===== src/rtl/cpu_pkg.sv =====
// Shared CPU definitions: FSM state encoding, opcode map, datapath control codes
// and the decoded-control bundle passed from instr_decode to control_unit.
package cpu_pkg;

    localparam int unsigned OPC_W   = 5;
    localparam int unsigned OP1_W   = 5;
    localparam int unsigned OP2_W   = 20;
    localparam int unsigned INSTR_W = 32;
    localparam int unsigned RET_W   = 16;

    typedef enum logic [2:0] {
        ST_IDLE   = 3'd0,
        ST_FETCH  = 3'd1,
        ST_DECODE = 3'd2,
        ST_EXEC   = 3'd3,
        ST_MEM    = 3'd4,
        ST_WB     = 3'd5,
        ST_HALT   = 3'd6
    } state_e;

    // Opcode map
    localparam logic [OPC_W-1:0] OP_ALU_LAST = 5'd11;
    localparam logic [OPC_W-1:0] OP_ADDI     = 5'd12;
    localparam logic [OPC_W-1:0] OP_LOAD     = 5'd13;
    localparam logic [OPC_W-1:0] OP_STORE    = 5'd14;
    localparam logic [OPC_W-1:0] OP_MOVI     = 5'd15;
    localparam logic [OPC_W-1:0] OP_BR_BASE  = 5'd15;
    localparam logic [OPC_W-1:0] OP_JMP      = 5'd22;
    localparam logic [OPC_W-1:0] OP_NOP      = 5'd23;
    localparam logic [OPC_W-1:0] OP_HALT     = 5'd24;

    // ALU code used by ADDI
    localparam logic [OPC_W-1:0] ALU_ADD = 5'd1;

    // ramenable codes
    localparam logic [1:0] RAM_IDLE  = 2'b00;
    localparam logic [1:0] RAM_READ  = 2'b01;
    localparam logic [1:0] RAM_WRITE = 2'b10;

    // pcControl codes (1-6 are conditional branches)
    localparam logic [2:0] PC_INC = 3'd0;
    localparam logic [2:0] PC_JMP = 3'd7;

    // writecode codes
    localparam logic [1:0] WB_ALU  = 2'd0;
    localparam logic [1:0] WB_NUM2 = 2'd1;

    typedef struct packed {
        logic [OPC_W-1:0] alucode;
        logic [OP1_W-1:0] op1;
        logic [OP2_W-1:0] op2;
        logic             imm;
        logic             flag;
        logic [1:0]       ram;
        logic [2:0]       pc_ctrl;
        logic [1:0]       wcode;
        logic             reg_write;
        logic             halt;
    } ctrl_t;

endpackage


===== src/rtl/instr_decode.sv =====
// Purely combinational instruction decoder: instruction word -> control bundle.
import cpu_pkg::*;

module instr_decode (
    input  logic [INSTR_W-1:0] instr_i,
    output ctrl_t              ctrl_o,
    output logic               illegal_o
);

    logic [OPC_W-1:0] opcode;

    assign opcode = instr_i[31:27];

    // Map opcode to control fields; illegal words fall through as a NOP
    always_comb begin
        ctrl_o         = '0;
        ctrl_o.op1     = instr_i[26:22];
        ctrl_o.op2     = instr_i[19:0];
        illegal_o      = 1'b0;
        if ((instr_i[21:20] != 2'b00) || (opcode > OP_HALT)) begin
            illegal_o = 1'b1;
        end else if (opcode <= OP_ALU_LAST) begin
            ctrl_o.alucode   = opcode;
            ctrl_o.wcode     = WB_ALU;
            ctrl_o.reg_write = 1'b1;
        end else begin
            case (opcode)
                OP_ADDI: begin
                    ctrl_o.alucode   = ALU_ADD;
                    ctrl_o.imm       = 1'b1;
                    ctrl_o.reg_write = 1'b1;
                end
                OP_LOAD: begin
                    ctrl_o.ram       = RAM_READ;
                    ctrl_o.imm       = 1'b1;
                    ctrl_o.flag      = 1'b1;
                    ctrl_o.wcode     = WB_NUM2;
                    ctrl_o.reg_write = 1'b1;
                end
                OP_STORE: begin
                    ctrl_o.ram = RAM_WRITE;
                end
                OP_MOVI: begin
                    ctrl_o.imm       = 1'b1;
                    ctrl_o.wcode     = WB_NUM2;
                    ctrl_o.reg_write = 1'b1;
                end
                OP_JMP: begin
                    ctrl_o.pc_ctrl = PC_JMP;
                end
                OP_NOP: begin
                    ctrl_o.pc_ctrl = PC_INC;
                end
                OP_HALT: begin
                    ctrl_o.halt = 1'b1;
                end
                // Remaining legal opcodes 16-21 are the conditional branches
                default: begin
                    ctrl_o.pc_ctrl = 3'(opcode - OP_BR_BASE);
                end
            endcase
        end
    end

endmodule


===== src/rtl/control_unit.sv =====
// Multi-cycle CPU control FSM: fetch handshake, decode latch, memory wait,
// write-back strobes, retire counter and fetch-timeout halt.
import cpu_pkg::*;

module control_unit #(
    parameter int unsigned FETCH_TIMEOUT = 16,
    parameter int unsigned MEM_LAT       = 1
) (
    input  logic               clock,
    input  logic               reset_n,
    input  logic [INSTR_W-1:0] instr,
    input  logic               instr_valid,
    output logic               fetch_req,
    output logic [OPC_W-1:0]   alucode,
    output logic [OP1_W-1:0]   op1,
    output logic [OP2_W-1:0]   op2,
    output logic               imControl,
    output logic               flag,
    output logic               regenable,
    output logic [1:0]         ramenable,
    output logic [2:0]         pcControl,
    output logic [1:0]         writecode,
    output logic               pc_en,
    output logic               halted,
    output logic               fetch_err,
    output logic               illegal,
    output logic [RET_W-1:0]   retired
);

    localparam int unsigned FCNT_W = $clog2(FETCH_TIMEOUT + 1);
    localparam int unsigned MCNT_W = 4;

    state_e             state_q,     state_d;
    logic [FCNT_W-1:0]  fcnt_q,      fcnt_d;
    logic [MCNT_W-1:0]  mcnt_q,      mcnt_d;
    ctrl_t              ctrl_q,      ctrl_d;
    logic               fetch_req_q, fetch_req_d;
    logic               regen_q,     regen_d;
    logic [1:0]         ramen_q,     ramen_d;
    logic               pc_en_q,     pc_en_d;
    logic               halted_q,    halted_d;
    logic               ferr_q,      ferr_d;
    logic               illegal_q,   illegal_d;
    logic [RET_W-1:0]   retired_q,   retired_d;

    ctrl_t              dec_ctrl;
    logic               dec_illegal;

    instr_decode u_decode (
        .instr_i   (instr),
        .ctrl_o    (dec_ctrl),
        .illegal_o (dec_illegal)
    );

    // Next state, counters and registered-output values
    always_comb begin
        state_d     = state_q;
        fcnt_d      = fcnt_q;
        mcnt_d      = mcnt_q;
        ctrl_d      = ctrl_q;
        illegal_d   = 1'b0;
        ferr_d      = ferr_q;
        case (state_q)
            ST_IDLE: begin
                state_d = ST_FETCH;
                fcnt_d  = '0;
            end
            ST_FETCH: begin
                if (instr_valid) begin
                    state_d   = ST_DECODE;
                    ctrl_d    = dec_ctrl;
                    illegal_d = dec_illegal;
                end else if (fcnt_q == FCNT_W'(FETCH_TIMEOUT - 1)) begin
                    state_d = ST_HALT;
                    ferr_d  = 1'b1;
                end else begin
                    fcnt_d = fcnt_q + FCNT_W'(1);
                end
            end
            ST_DECODE: begin
                state_d = ctrl_q.halt ? ST_HALT : ST_EXEC;
            end
            ST_EXEC: begin
                if (ctrl_q.ram != RAM_IDLE) begin
                    state_d = ST_MEM;
                    mcnt_d  = '0;
                end else begin
                    state_d = ST_WB;
                end
            end
            ST_MEM: begin
                if (mcnt_q == MCNT_W'(MEM_LAT - 1)) begin
                    state_d = ST_WB;
                end else begin
                    mcnt_d = mcnt_q + MCNT_W'(1);
                end
            end
            ST_WB: begin
                state_d = ST_FETCH;
                fcnt_d  = '0;
            end
            ST_HALT: begin
                state_d = ST_HALT;
            end
            default: begin
                state_d = ST_IDLE;
            end
        endcase

        // Strobes follow the state being entered so they line up with it
        fetch_req_d = (state_d == ST_FETCH);
        regen_d     = (state_d == ST_WB) && ctrl_d.reg_write;
        ramen_d     = (state_d == ST_MEM) ? ctrl_d.ram : RAM_IDLE;
        pc_en_d     = (state_d == ST_WB);
        halted_d    = (state_d == ST_HALT);
        retired_d   = (state_d == ST_WB) ? retired_q + RET_W'(1) : retired_q;
    end

    // State, counter and output registers
    always_ff @(posedge clock or negedge reset_n) begin
        if (!reset_n) begin
            state_q     <= ST_IDLE;
            fcnt_q      <= '0;
            mcnt_q      <= '0;
            ctrl_q      <= '0;
            fetch_req_q <= 1'b0;
            regen_q     <= 1'b0;
            ramen_q     <= RAM_IDLE;
            pc_en_q     <= 1'b0;
            halted_q    <= 1'b0;
            ferr_q      <= 1'b0;
            illegal_q   <= 1'b0;
            retired_q   <= '0;
        end else begin
            state_q     <= state_d;
            fcnt_q      <= fcnt_d;
            mcnt_q      <= mcnt_d;
            ctrl_q      <= ctrl_d;
            fetch_req_q <= fetch_req_d;
            regen_q     <= regen_d;
            ramen_q     <= ramen_d;
            pc_en_q     <= pc_en_d;
            halted_q    <= halted_d;
            ferr_q      <= ferr_d;
            illegal_q   <= illegal_d;
            retired_q   <= retired_d;
        end
    end

    assign fetch_req = fetch_req_q;
    assign alucode   = ctrl_q.alucode;
    assign op1       = ctrl_q.op1;
    assign op2       = ctrl_q.op2;
    assign imControl = ctrl_q.imm;
    assign flag      = ctrl_q.flag;
    assign pcControl = ctrl_q.pc_ctrl;
    assign writecode = ctrl_q.wcode;
    assign regenable = regen_q;
    assign ramenable = ramen_q;
    assign pc_en     = pc_en_q;
    assign halted    = halted_q;
    assign fetch_err = ferr_q;
    assign illegal   = illegal_q;
    assign retired   = retired_q;

endmodule


===== config.mk =====
export PLATFORM = sky130hd
export DESIGN_NAME = control_unit
export DESIGN_NICKNAME = d
export VERILOG_FILES = /design/src/rtl/cpu_pkg.sv /design/src/rtl/instr_decode.sv /design/src/rtl/control_unit.sv
export SDC_FILE = /design/constraint.sdc
export NUM_CORES = 1
export LEC_CHECK = 0
export CORE_ASPECT_RATIO = 1.2
export CORE_MARGIN = 2
export CORE_UTILIZATION = 34
export CTS_CLUSTER_DIAMETER = 80
export DETAILED_ROUTE_END_ITERATION = 10
export DONT_BUFFER_PORTS = 1
export SLEW_MARGIN = 5
export SYNTH_ARGS = -nofsm -noshare
export SYNTH_HDL_FRONTEND = slang
export SYNTH_SLANG_ARGS = --single-unit

===== constraint.sdc =====
create_clock -name clock -period 2.05 [get_ports clock]
set_clock_uncertainty 0.2 [all_clocks]
set_input_delay 0.205 -clock clock [delete_from_list [all_inputs] [get_ports clock]]
set_output_delay 0.205 -clock clock [all_outputs]
set_load 0.05 [all_outputs]

==> results by group <==
Die
  • Row count: 41
  • Height of the die: 118 um
  • Ports: 96
  • Die Wd: 99.3 um
  • Initial Util: 35.0%
  • Core area: 0.0106 mm2
  • Die footprint: 0.0117 mm2

Route
  • DR WL/cell: 15.3 um
  • DRT antenna net count: 0
  • Detailed Routing Iterations Pass 1: 4
  • Residual DRC count: 0
  • Vias: 2,373
  • Iter 0 DRT Violations: 62
  • Vias per cell: 5.02
  • WL final: 7240 um

Pwr
  • Pwr per Cell Area: 1490 mW/mm2
  • PnR Total Power: 6.59 mW
  • Switch Pwr: 2.84 mW
  • Combinational share of power: 23.4%
  • Switching Share: 43.0%
  • Pint: 3.76 mW
  • Worst IR drop on VDD: 0.000606 V
  • Clk pwr share: 26.0%
  • Sequential power share: 50.6%
  • Leak: 2.08 nW

Clock network
  • CTS Buf Count: 9
  • Post-CTS Hold Buffers: 35
  • Reg clk slew, reported paths: 0.06 ns
  • Clock buffer depth: 2
  • Clock latency on the worst-skew pair: 0.33 ns
  • Sink Count: 76
  • CTS tree: yes
  • H-tree levels: 3
  • Root Buffer: clkbuf_16

Critical path
  • WP data arrival: 1.96 ns
  • FF-to-FF Start: state_q[1]
  • CP required: 2.07 ns
  • Reg-to-reg endpoint: alucode[0]
  • Worst Setup SP: instr[20]
  • Reg2reg setup slack: 0.12 ns
  • Worst Path Class, Setup: input pin to register
  • CP startpoint kind: input pin
  • Worst Setup EP: ctrl_q[0]
  • CP endpoint kind: register
  • Crit path max fanout: 4
  • Worst r2r path cells: 5

Synthesis
  • Mapped Nets: 359
  • Share of the yosys chip area belonging to registers: 51.4%
  • Yosys top cell by area: dfrtp_1
  • Yosys warning count: 0
  • Cell Area, Synth: 0.00370 mm2
  • Async S/R FF share, synth: 100%
  • Avg Cell Area, Syn: 11.8 um2
  • Post-synth top area share: 51.4%
  • Synth Instances: 315
  • Synthesis-stage register bit count: 76
  • Ys flop type: dfrtp_1
  • EDFF count, synth: 0
  • Top post-synthesis cells by area: dfrtp_1 (51%), mux2_2 (8.2%), buf_4 (7.1%), xor2_1 (4.0%), ha_1 (3.0%)
  • Post-synth cell types: 50

Min path
  • Hold Path Class: input pin to async pin

Cells and area
  • Fin nets: 383
  • Register area: 0.00190 mm2
  • Area grow syn2layout: 19.7%
  • Post-Layout Cell Count: 473
  • Multi-input gate area: 0.00147 mm2
  • Diode count: 0
  • Share of post-route cells with drive strength above 1: 23.3%
  • Fill count: 986

Timing
  • Hold WS: -0.630 ns
  • Final TNS setup: 0 ns
  • Least-Margin Pin Slew: 0.547 ns
  • Slew HR: 63.5%
  • Max Freq: 515 MHz
  • RSZ-0062 raised after global routing: false
  • Final Hold Vio Count: 76
  • Final worst-path cycle share: 94.7%
  • Minimum clock period: 1.94 ns
  • Fin. max-slew vios: 0
  • Final Setup Violations: 0

Global route
  • Total gr overflow: 0
  • Initial antenna violation count: 0
  • First-pass GRT wire length: 12,500 um
  • Largest net degree at the start of global routing: 77
  • Vias in the first global route: 2,567
  • All-Layer GR Usage: 13.4%

Placement
  • Placed Instances: 422
  • Post-DP HPWL: 4750 um
  • Gpl congestion: 0.764
  • IO buf count: 0

Flow run
  • Number of max-cap violations: 0

Status
  • Status: finished with violations
  • Failing checks: hold timing
cells by family after synthesis:
logic type	share of synthesized area [%]
XOR/XNOR	4.73
other	0.101
AO/OA/AOI/OAI	8.04
AND/OR/NAND/NOR	15.1
buffers and inverters	9.36
multiplexers	8.21
adder cells (fa/ha/maj)	3.04
flip-flops	51.4
synth_stat cells, types with 2 or more instances:
master	count
nand4_1	2
nand3b_1	3
a21o_1	2
nor4b_4	2
nor2b_1	7
dfrtp_1	76
and3b_1	2
mux2_2	27
a22o_1	7
nand3_1	10
inv_1	8
or2_2	2
buf_2	4
clkbuf_1	6
o21ai_0	6
nand4b_1	2
a21oi_1	8
ha_1	9
a221o_1	4
xor2_1	17
xnor2_1	3
nor3b_1	2
nand2_1	13
nor2_1	15
buf_4	35
nand2b_1	3
and3_1	6
nor3_1	8
and2_1	5
flip-flops by register name (all words and copies together), names as in the netlist, 2 cells and up:
register	cells
alucode	5
ctrl_q	4
op2	20
ramenable	2
op1	5
pcControl	3
retired	16
state_q	3
fcnt_q	5
mcnt_q	4
cell usage in the layout, fill, tap and decap left out, drive strengths merged, types with 9 or more instances in the layout:
cell,n
dfrtp,76
dlygate4sd3,35
mux2,27
buf,24
xor2,17
nor2,15
nand2,13
clkbuf,11
nand3,10
ha,9
worst min-delay path by stage:
stage	slack, ns	from	cells past startpoint	end
2_1_floorplan	-0.29	reset_n	0	alucode[0]
3_3_place_gp	-0.29	reset_n	0	op2[15]
3_5_place_dp	-0.29	reset_n	0	op2[15]
4_1_cts	-0.65	reset_n	0	retired[15]
5_1_grt	-0.65	reset_n	0	retired[15]
6_report	-0.63	reset_n	0	op2[15]
repair_timing:
| action | in CTS | in global routing |
|---|---|---|
| hold endpoints to repair | 114 | 76 |
| resized for setup | 0 | 3 |
| setup buffers | 0 | 0 |
| setup endpoints to repair | 0 | 3 |
routing by layer:
layer  track usage (%)  routed length [um]  up-vias  part of all wire [%]
met4              7.53                 171        0                   2.4
met1              16.1                3050     1182                    42
met2              21.7                3580       67                    49
met3              3.49                 432       11                   6.0
li1                  -                   -     1113                     -
met5                 0                   0        -                     0
worst max-delay path, stage by stage:
cell	delay, ns
dlygate4sd3_1	0.53
or2_2	0.32
dlygate4sd3_1	0.58
o41ai_1	0.33
layout make-up:
| cell class | count | share of cell area (%) |
|---|---|---|
| clock buffers | 11 | 5.48 |
| multi-input cells | 185 | 33.1 |
| inverters | 8 | 0.678 |
| repair buffers | 59 | 12.3 |
| flip-flops and latches | 76 | 42.9 |
| well taps | 129 | 3.64 |
| clock inverters | 5 | 1.92 |
power groups by stage:
stage	Clock (mW)	Sequential [mW]	Combinational (mW)
3_5_place_dp	0	3.37	1.50
2_1_floorplan	0	2.47	2.38
5_1_grt	1.84	3.40	1.72
3_3_place_gp	0	3.35	1.46
6_report	1.71	3.34	1.54
4_1_cts	1.77	3.34	1.56
stage by stage:
stage	utilization (%)	instance area (um2)	hold slack, ns	setup WS, ns
after detailed placement	35.4	3740	-0.289	0.0850
after CTS	41.9	4420	-0.650	0.0777
after global placement	35.4	3740	-0.289	0.162
final	41.9	4430	-0.630	0.108
after floorplan	-	3700	-0.291	0.143
after global routing	41.9	4430	-0.652	0.0293
Note: power is estimated with default switching activity, not from simulation.
